`config.mk`:
```
export PLATFORM = sky130hd
export DESIGN_NAME = change_dispenser
export DESIGN_NICKNAME = d
export VERILOG_FILES = /design/src/rtl/change_dispenser.sv
export SDC_FILE = /design/constraint.sdc
export NUM_CORES = 1
export LEC_CHECK = 0
export CORE_MARGIN = 8
export CORE_UTILIZATION = 39
export DETAILED_ROUTE_END_ITERATION = 12
export PLACE_DENSITY_LB_ADDON = 0.25
export SLEW_MARGIN = 25
export SYNTH_ARGS = -nofsm -noshare
export SYNTH_HDL_FRONTEND = slang
export SYNTH_SLANG_ARGS = --single-unit
```
`constraint.sdc`:
```
create_clock -name clk -period 2.5 [get_ports clk]
set_clock_uncertainty 0.05 [all_clocks]
set_input_delay 0.5 -clock clk [delete_from_list [all_inputs] [get_ports clk]]
set_output_delay 0.5 -clock clk [all_outputs]
set_load 0.05 [all_outputs]
```
`src/rtl/change_dispenser.sv`:
```
// change_dispenser: breaks a change amount into 50/10/5/1 coins (greedy,
// largest first), hands them to the hopper one at a time over a valid/ack
// handshake, keeps per-denomination inventory and reports any unpaid rest.
module change_dispenser #(
  parameter int AMT_W   = 8,
  parameter int CNT_W   = 6,
  parameter int INIT_50 = 4,
  parameter int INIT_10 = 10,
  parameter int INIT_5  = 10,
  parameter int INIT_1  = 20
) (
  input  logic             clk,
  input  logic             reset,
  input  logic             req_valid,
  input  logic [AMT_W-1:0] req_amount,
  output logic             req_ready,
  output logic             coin_valid,
  output logic [AMT_W-1:0] coin_value,
  input  logic             coin_ack,
  input  logic             refill,
  output logic             done,
  output logic             short,
  output logic [AMT_W-1:0] short_amount,
  output logic [3:0]       empty
);

  typedef enum logic [1:0] {
    IDLE   = 2'd0,
    SELECT = 2'd1,
    EMIT   = 2'd2,
    DONE   = 2'd3
  } state_t;

  localparam logic [AMT_W-1:0] AMT_ZERO = {AMT_W{1'b0}};
  localparam logic [AMT_W-1:0] COIN_50  = AMT_W'(32'd50);
  localparam logic [AMT_W-1:0] COIN_10  = AMT_W'(32'd10);
  localparam logic [AMT_W-1:0] COIN_5   = AMT_W'(32'd5);
  localparam logic [AMT_W-1:0] COIN_1   = AMT_W'(32'd1);
  localparam logic [CNT_W-1:0] CNT_ZERO = {CNT_W{1'b0}};
  localparam logic [CNT_W-1:0] CNT_ONE  = CNT_W'(32'd1);
  localparam logic [CNT_W-1:0] LOAD_50  = CNT_W'(INIT_50);
  localparam logic [CNT_W-1:0] LOAD_10  = CNT_W'(INIT_10);
  localparam logic [CNT_W-1:0] LOAD_5   = CNT_W'(INIT_5);
  localparam logic [CNT_W-1:0] LOAD_1   = CNT_W'(INIT_1);

  state_t           state_r, state_s;
  logic [AMT_W-1:0] rem_r, rem_s;
  logic [CNT_W-1:0] cnt50_r, cnt10_r, cnt5_r, cnt1_r;
  logic [CNT_W-1:0] cnt50_s, cnt10_s, cnt5_s, cnt1_s;
  logic             req_ready_s, coin_valid_s, done_s, short_s;
  logic [AMT_W-1:0] coin_value_s, short_amount_s, pick_s;

  // Greedy choice: largest denomination that fits the remainder and is in stock.
  // Returns zero when nothing qualifies.
  function automatic logic [AMT_W-1:0] pick_coin(
    input logic [AMT_W-1:0] amt,
    input logic [CNT_W-1:0] c50,
    input logic [CNT_W-1:0] c10,
    input logic [CNT_W-1:0] c5,
    input logic [CNT_W-1:0] c1
  );
    logic [AMT_W-1:0] d;
    if (amt >= COIN_50 && c50 != CNT_ZERO) begin
      d = COIN_50;
    end else if (amt >= COIN_10 && c10 != CNT_ZERO) begin
      d = COIN_10;
    end else if (amt >= COIN_5 && c5 != CNT_ZERO) begin
      d = COIN_5;
    end else if (amt >= COIN_1 && c1 != CNT_ZERO) begin
      d = COIN_1;
    end else begin
      d = AMT_ZERO;
    end
    return d;
  endfunction

  // Next-state, datapath and next-output computation for the dispenser FSM.
  always_comb begin
    state_s        = state_r;
    rem_s          = rem_r;
    cnt50_s        = cnt50_r;
    cnt10_s        = cnt10_r;
    cnt5_s         = cnt5_r;
    cnt1_s         = cnt1_r;
    req_ready_s    = req_ready;
    coin_valid_s   = coin_valid;
    coin_value_s   = coin_value;
    done_s         = 1'b0;
    short_s        = short;
    short_amount_s = short_amount;
    pick_s         = pick_coin(rem_r, cnt50_r, cnt10_r, cnt5_r, cnt1_r);

    case (state_r)
      IDLE: begin
        req_ready_s = 1'b1;
        if (req_valid && req_ready) begin
          rem_s       = req_amount;
          req_ready_s = 1'b0;
          state_s     = SELECT;
        end else if (refill) begin
          cnt50_s = LOAD_50;
          cnt10_s = LOAD_10;
          cnt5_s  = LOAD_5;
          cnt1_s  = LOAD_1;
        end else begin
          state_s = IDLE;
        end
      end

      SELECT: begin
        req_ready_s = 1'b0;
        if (rem_r == AMT_ZERO) begin
          done_s         = 1'b1;
          short_s        = 1'b0;
          short_amount_s = AMT_ZERO;
          state_s        = DONE;
        end else if (pick_s != AMT_ZERO) begin
          coin_value_s = pick_s;
          coin_valid_s = 1'b1;
          state_s      = EMIT;
        end else begin
          // Nothing in stock fits: give up and report what is left unpaid.
          done_s         = 1'b1;
          short_s        = 1'b1;
          short_amount_s = rem_r;
          state_s        = DONE;
        end
      end

      EMIT: begin
        req_ready_s = 1'b0;
        if (coin_ack) begin
          rem_s        = rem_r - coin_value;
          coin_valid_s = 1'b0;
          state_s      = SELECT;
          case (coin_value)
            COIN_50: cnt50_s = cnt50_r - CNT_ONE;
            COIN_10: cnt10_s = cnt10_r - CNT_ONE;
            COIN_5:  cnt5_s  = cnt5_r - CNT_ONE;
            COIN_1:  cnt1_s  = cnt1_r - CNT_ONE;
            default: cnt1_s  = cnt1_r;
          endcase
        end else begin
          coin_valid_s = 1'b1;
        end
      end

      DONE: begin
        req_ready_s = 1'b1;
        state_s     = IDLE;
      end

      default: begin
        req_ready_s  = 1'b1;
        coin_valid_s = 1'b0;
        state_s      = IDLE;
      end
    endcase
  end

  // State, datapath and output registers; reset reloads inventory and drops any coin in flight.
  always_ff @(posedge clk) begin
    if (reset) begin
      state_r      <= IDLE;
      rem_r        <= AMT_ZERO;
      cnt50_r      <= LOAD_50;
      cnt10_r      <= LOAD_10;
      cnt5_r       <= LOAD_5;
      cnt1_r       <= LOAD_1;
      req_ready    <= 1'b1;
      coin_valid   <= 1'b0;
      coin_value   <= AMT_ZERO;
      done         <= 1'b0;
      short        <= 1'b0;
      short_amount <= AMT_ZERO;
      empty        <= {LOAD_50 == CNT_ZERO, LOAD_10 == CNT_ZERO,
                       LOAD_5 == CNT_ZERO, LOAD_1 == CNT_ZERO};
    end else begin
      state_r      <= state_s;
      rem_r        <= rem_s;
      cnt50_r      <= cnt50_s;
      cnt10_r      <= cnt10_s;
      cnt5_r       <= cnt5_s;
      cnt1_r       <= cnt1_s;
      req_ready    <= req_ready_s;
      coin_valid   <= coin_valid_s;
      coin_value   <= coin_value_s;
      done         <= done_s;
      short        <= short_s;
      short_amount <= short_amount_s;
      // Empty flags follow the counters one cycle later.
      empty        <= {cnt50_r == CNT_ZERO, cnt10_r == CNT_ZERO,
                       cnt5_r == CNT_ZERO, cnt1_r == CNT_ZERO};
    end
  end

endmodule
```
==> impl_metrics.sql, run 1 <==
INSERT INTO impl_metrics (metric_group, metric, value, unit) VALUES
('logic_synthesis', 'number_of_enable_type_register_cells_in_the_synthesized_netlist', '0', ''),
('timing', 'final-setup-viol-count', '0', ''),
('finish', 'final_nets', '390', ''),
('logic_synthesis', 'synth.distinct_cells', '52', ''),
('logic_synthesis', 'yosys_warnings', '0', ''),
('clocking', 'ctsHtreeMaxLevel', '2', ''),
('floorplan', 'die_area', '0.0101', 'sq mm'),
('global_routing', 'grt_first_pass_wirelength', '11.3', 'mm'),
('drt', 'final_antenna_net_count', '0', ''),
('drt', 'route.detailed.vias_per_inst', '5.16', ''),
('setup_path', 'critical_path_class', 'register to register', ''),
('timing', 'timing.setup.tns', '0', 'ns'),
('finish', 'fraction_of_layout_cells_with_a_size_suffix_above_1', '0.0981', ''),
('timing', 'report.final.slew_viol_count', '0', ''),
('global_routing', 'grt_max_degree', '21', ''),
('global_routing', 'number_of_antenna_violations_at_the_first_check_in_global_routing', '0', ''),
('timing', 'worst_slew_pin_slew', '0.712', 'ns'),
('global_routing', 'first_global_vias', '2362', ''),
('floorplan', 'die-width', '100', 'um'),
('logic_synthesis', 'synth_top_area_cell', 'sky130_fd_sc_hd__dfxtp_1', ''),
('logic_synthesis', 'post_synth_inst_count', '325', ''),
('placed_design', 'hpwl', '4.93', 'mm'),
('power', 'cellPowerDensity', '670', 'mW/mm^2'),
('clocking', 'clk-insertion-delay-late', '0.32', 'ns'),
('setup_path', 'crit_end_element', 'register', ''),
('timing', 'fin_ws', '0.109', 'ns'),
('clocking', 'clock_path_buffers', '2', ''),
('finish', 'nFillCells', '674', ''),
('floorplan', 'core_region_area', '0.00683', 'sq mm'),
('setup_path', 'required', '2.68', 'ns'),
('status', 'run_status', 'completed', ''),
('drt', 'drt-total-wl', '6.56', 'mm'),
('logic_synthesis', 'synth.top_cells.by_count', 'sky130_fd_sc_hd__dfxtp_1, sky130_fd_sc_hd__nor2_1, sky130_fd_sc_hd__nand2_1', ''),
('drt', 'wl_per_cell', '14.2', 'um'),
('setup_path', 'cp-start-kind', 'register', ''),
('clocking', 'clock_sink_count', '55', ''),
('global_routing', 'gr-usage-all-layers', '0.141', ''),
('timing', 'post-route-period-util', '0.957', ''),
('clocking', 'post_cts_hold_buffer_count', '0', ''),
('logic_synthesis', 'post-synth-top-area-fraction', '0.397', ''),
('logic_synthesis', 'synth_top_cells_by_area', 'sky130_fd_sc_hd__dfxtp_1, sky130_fd_sc_hd__nor2_1, sky130_fd_sc_hd__ha_1', ''),
('power', 'power.leakage', '1.25', 'nW'),
('logic_synthesis', 'synth.cell_area', '0.00278', 'sq mm'),
('setup_path', 'largest_stage_delay_on_the_critical_path', '0.51', 'ns'),
('setup_path', 'critPathMostFrequentCell', 'sky130_fd_sc_hd__nor4_4', ''),
('timing', 'final.min_clock_period', '2.39', 'ns'),
('setup_path', 'critPathArrivalTime', '2.57', 'ns'),
('timing', 'fmax', '418', 'MHz'),
('global_routing', 'grt-ovfl-total', '0', ''),
('power', 'totalPowerFinal', '2.30', 'mW'),
('clocking', 'tritoncts_clock_tree', 'yes', ''),
('logic_synthesis', 'yosysMostFrequentCell', 'sky130_fd_sc_hd__dfxtp_1', ''),
('setup_path', 'critPathTopFamily', 'simple AND/OR/NAND/NOR gates', ''),
('setup_path', 'cp_slowest_cell', 'sky130_fd_sc_hd__or4b_1', ''),
('logic_synthesis', 'synth_seq_area_share', '0.397', ''),
('logic_synthesis', 'synth_seq_cells', '55', ''),
('timing', 'timing.slew.headroom', '0.525', ''),
('drt', 'drt_first_iter_violations', '88', ''),
('job', 'maxCapViolCount', '0', ''),
('clocking', 'cts_root_buffer', 'sky130_fd_sc_hd__clkbuf_8', ''),
('finish', 'diodes', '0', ''),
('placed_design', 'globalplace.congestion', '0.815', ''),
('setup_path', 'path_max_fanout', '11', ''),
('setup_path', 'cp_num_buf_inv', '2', ''),
('clocking', 'cts.reportedPaths.clkPinSlew', '0.10', 'ns'),
('logic_synthesis', 'async_reset_ff_frac', '0', ''),
('floorplan', 'die_h', '100', 'um'),
('placed_design', 'io_buf_count', '34', ''),
('drt', 'detailedRoute.firstPassIterationCount', '4', ''),
('logic_synthesis', 'synth_ff_type', 'sky130_fd_sc_hd__dfxtp_1', ''),
('floorplan', 'fp_rows', '30', '');
-- tightest hold or removal path, stage by stage (launching register included) --
cell and delay [ns]:
sky130_fd_sc_hd__dfxtp_1 0.33, sky130_fd_sc_hd__o31ai_1 0.06, sky130_fd_sc_hd__a21oi_1 0.06
-- final cells by class --
class                   instances  area (sq um)  area share
clock buffers                   6          82.6      0.0240
clock inverters                 2          35.0      0.0102
inverters                      17          63.8      0.0186
multi-input cells             238          1560       0.453
flip-flops and latches         55          1100       0.320
well taps                      96           120      0.0349
repair buffers                 49           478       0.139
-- per-layer routing --
layer,routed length [um],GRT usage,part of all wire
met1,3130,0.177,0.48
met2,2900,0.219,0.44
met3,355,0.0367,0.054
met4,173,0.0698,0.026
met5,0,0,0
-- kinds of logic after synthesis --
kind of cell	after synthesis	synth area share
AOI/OAI and AO/OA	61	0.153
xor gates and xnor gates	16	0.0505
adders and majority gates	11	0.0523
buffers and inverters	33	0.0514
DFF	55	0.397
muxes	10	0.0361
other	1	0.00135
and+or+nand+nor	138	0.259
-- state kept, by name, indices dropped and copies added, names as in the netlist, 2 cells and up --
name / cells
empty: 4
state_r: 2
coin_value: 5
short_amount: 8
cnt50_r: 6
cnt5_r: 6
cnt1_r: 6
cnt10_r: 6
rem_r: 8
-- cells in the final DEF (no fill, tap or decap), drive strengths merged, types with 3 or more instances in the layout --
cell type,n
a211oi,8
a21oi,14
a31oi,3
buf,15
clkbuf,6
clkdlybuf4s50,34
dfxtp,55
ha,10
inv,17
mux2i,10
nand2,24
nand2b,6
nand3,9
nand3b,4
nor2,53
nor2b,7
nor3,16
nor4,5
o21a,4
o21ai,10
o31ai,8
or2,3
or4,4
xnor2,4
xor2,12
-- per-stage QoR --
stage | cells | instance area, sq um | util | hold WS (ns)
after global placement | 455 | 3300 | 0.483 | 0.413
after floorplan | 326 | 2780 | - | 0.402
after global routing | 463 | 3440 | 0.503 | 0.460
after CTS | 463 | 3420 | 0.500 | 0.444
after detailed placement | 455 | 3300 | 0.483 | 0.429
final | 463 | 3440 | 0.503 | 0.444
-- timing repair --
action | CTS | global route
buffers inserted | 0 | 0
resized for setup | 0 | 3
endpoints found under the setup margin | 0 | 17
-- power breakdown --
part	internal (mW)	leakage (nW)	total, mW	switching [mW]
clock	0.325	0.0612	0.618	0.294
sequential	0.933	0.447	1.01	0.0741
combinational	0.275	0.740	0.676	0.401
total	1.53	1.25	2.30	0.769
-- final timing paths --
| check | from | end | slack [ns] | cells after the start |
|---|---|---|---|---|
| worst max-delay path | cnt10_r[0] | short | 0.11 | 9 |
| worst min-delay path | cnt5_r[5] | cnt5_r[5] | 0.44 | 2 |
| worst max register to register | cnt10_r[0] | short | 0.11 | 9 |
| worst min register to register | cnt5_r[5] | cnt5_r[5] | 0.44 | 2 |
No activity file was read; power rests on OpenSTA's default activity.
==> run 2: changes to the inputs <==
TNS_END_PERCENT = 100   (was default)
==> results of run 2 <==
The final DEF is identical to that of run 1; final timing and power are the same.
==> RTL change: new RTL, config.mk and constraints of run 2 <==
Re-encode `state_t` (4 states) as Gray code, 2 bits wide.
--- a/src/rtl/change_dispenser.sv
+++ b/src/rtl/change_dispenser.sv
@@ -26,8 +26,8 @@
 
   typedef enum logic [1:0] {
-    IDLE   = 2'd0,
-    SELECT = 2'd1,
-    EMIT   = 2'd2,
-    DONE   = 2'd3
+    IDLE   = 2'b00,
+    SELECT = 2'b01,
+    EMIT   = 2'b11,
+    DONE   = 2'b10
   } state_t;
 
Behaviour: no difference found for any inputs over 10 cycles, from zero or initial values and one cycle with reset high; not proved beyond that.
==> RTL change against run 2 <==
  * Area after synthesis increased by 7.0%
  * Non-clock buffer count is 1 higher
  * Total power up 4.9%
  * Global-route usage up 1.1 points
  * Critical path depth fell by 4
  * Synthesized cell count grew 6.8%
  * Setup slack better by 120 ps
  * Wire length up 15%
  * Die area increased by 5.9%
  * Final area rose by 4.6%
  * Sequential cell count unchanged
  * Highest routed layer unchanged
==> RTL change: results (changes against run 2) <==
* # Post-CTS Setup Buffers at 0 (unchanged)
* Clk Latency, worst-skew pair at 320 ps (about the same)
* Post_cts resized at 0 (unchanged)
* Area contributors post-synth: dfxtp_1, nor2_1, ha_1
* DRT Pass-1 Iters at 4 (unchanged)
* Worst Path Arrival at 2430 ps (-140 ps)
* Async S/R FF share, synth at 0% (unchanged)
* Initial antenna violation count at 0 (unchanged)
* Post-synth top cells: dfxtp_1, nor2_1, a21oi_1, inv_1, nand2_1
* Critical path's slowest cell: or4_4
* CTS Buf Count at 5 (unchanged)
* Seq/Total Area, Yosys at 37.1% (-2.6 points)
* Vias in the first global route at 2,688 (+14%)
* DR iter-0 viols at 159 (+81%)
* Most used DFF post-synth: dfxtp_1
* Hold Slack at 429 ps (-14.9 ps)
* H-tree Lvls at 2 (unchanged)
* Clock Tree Buf Depth at 2 (unchanged)
* Layout cells sized above 1 at 10.1% (+0.29 points)
* Leakage at 1.26 nW (+0.72%)
* Routed WL per cell at 15.4 um (+8.9%)
* Reg clk slew, reported paths at 100 ps (about the same)
* Worst setup SP type: flop
* First-pass GRT wire length at 13,100 um (+15%)
* Critical path's top delay family: simple AND/OR/NAND/NOR gates
* Crit-path max FO at 11 (unchanged)
* Fill cell count at 751 (+11%)
* Status: finished clean
* Yosys warns at 0 (unchanged)
* Inserted Diodes at 0 (unchanged)
* Biggest regs: rem_r: 8 flops, short_amount: 8 flops
* Placed Area at 3460 sq um (+4.9%)
* Hpwl dp at 5630 um (+14%)
* DR vias/cell at 5.48 (+6.4%)
* Critical R2R Launch: rem_r[4]
* Reg2reg setup slack at 230 ps (+120 ps)
* Max VDD drop at 0.268 mV (-0.20%)
* Pin count of the biggest net entering global routing at 18 (-14%)
* Gr usage total at 15.2% (+1.1 points)
* Gpl congestion at 0.834 (+2.3%)
* HP Start: short
* # nets final at 409 (+4.9%)
* Clock Tree Root: clkbuf_8
* Slew @ Worst Pin at 526 ps (-186 ps)
* Worst path max stage delay at 560 ps (+50 ps)
* IO Port Bufs at 34 (unchanged)
* Num rows at 32 (+6.7%)
* Synth cell types at 63 (+21%)
RTL change: changes by cell type after synthesis, sizes merged, moves of 6 or more:
cell / change
nor4: +8
nand4: +14
buf: +6
mux2i: -8
nand2: -8
nor2: -14
RTL change: final timing paths:
kind / endpoint / depth (start not counted)
max: coin_value[0] / 5
min: short / 1
max reg2reg: coin_value[0] / 5
min reg2reg: short / 1
RTL change: logic make-up (layout without fill, tap and decap cells):
| logic type | Yosys count | in the layout | share of synthesized area, % |
|---|---|---|---|
| multiplexers | 4 | 4 | 1.43 |
| AND/OR/NAND/NOR | 141 | 141 | 25.8 |
| buffers and inverters | 36 | 74 | 5.44 |
| flip-flops | 55 | 55 | 37.1 |
| adder cells (fa/ha/maj) | 11 | 11 | 4.89 |
| XOR/XNOR | 18 | 18 | 5.31 |
| AO/OA/AOI/OAI | 81 | 81 | 19.9 |
| other | 1 | 2 | 0.126 |
RTL change: final cells by class:
cell class | instances | area (sq um) | area share (%)
multi-input cells | 257 | 1710 | 47.6
flip-flops and latches | 55 | 1100 | 30.6
inverters | 16 | 60.1 | 1.67
repair buffers | 50 | 460 | 12.8
clock buffers | 5 | 68.8 | 1.91
clock inverters | 3 | 67.6 | 1.88
well taps | 102 | 128 | 3.55
RTL change: metal layers:
layer / share of wire [%] / GRT usage [%]
met3: 4.8 / 2.81
met1: 48 / 19.9
met4: 0.53 / 3.23
met5: 0 / 0
met2: 47 / 25.4
RTL change: metrics by stage:
| stage | cells | setup slack [ps] |
|---|---|---|
| floorplan | 348 | 181 |
| global placement | 480 | 270 |
| detailed placement | 480 | 215 |
| finish | 488 | 231 |
| global route | 488 | 144 |
| CTS | 488 | 256 |
RTL change: power breakdown:
part	internal [mW]	switching, mW
Combinational	0.278	0.428
Sequential	0.926	0.0680
Clock	0.400	0.314
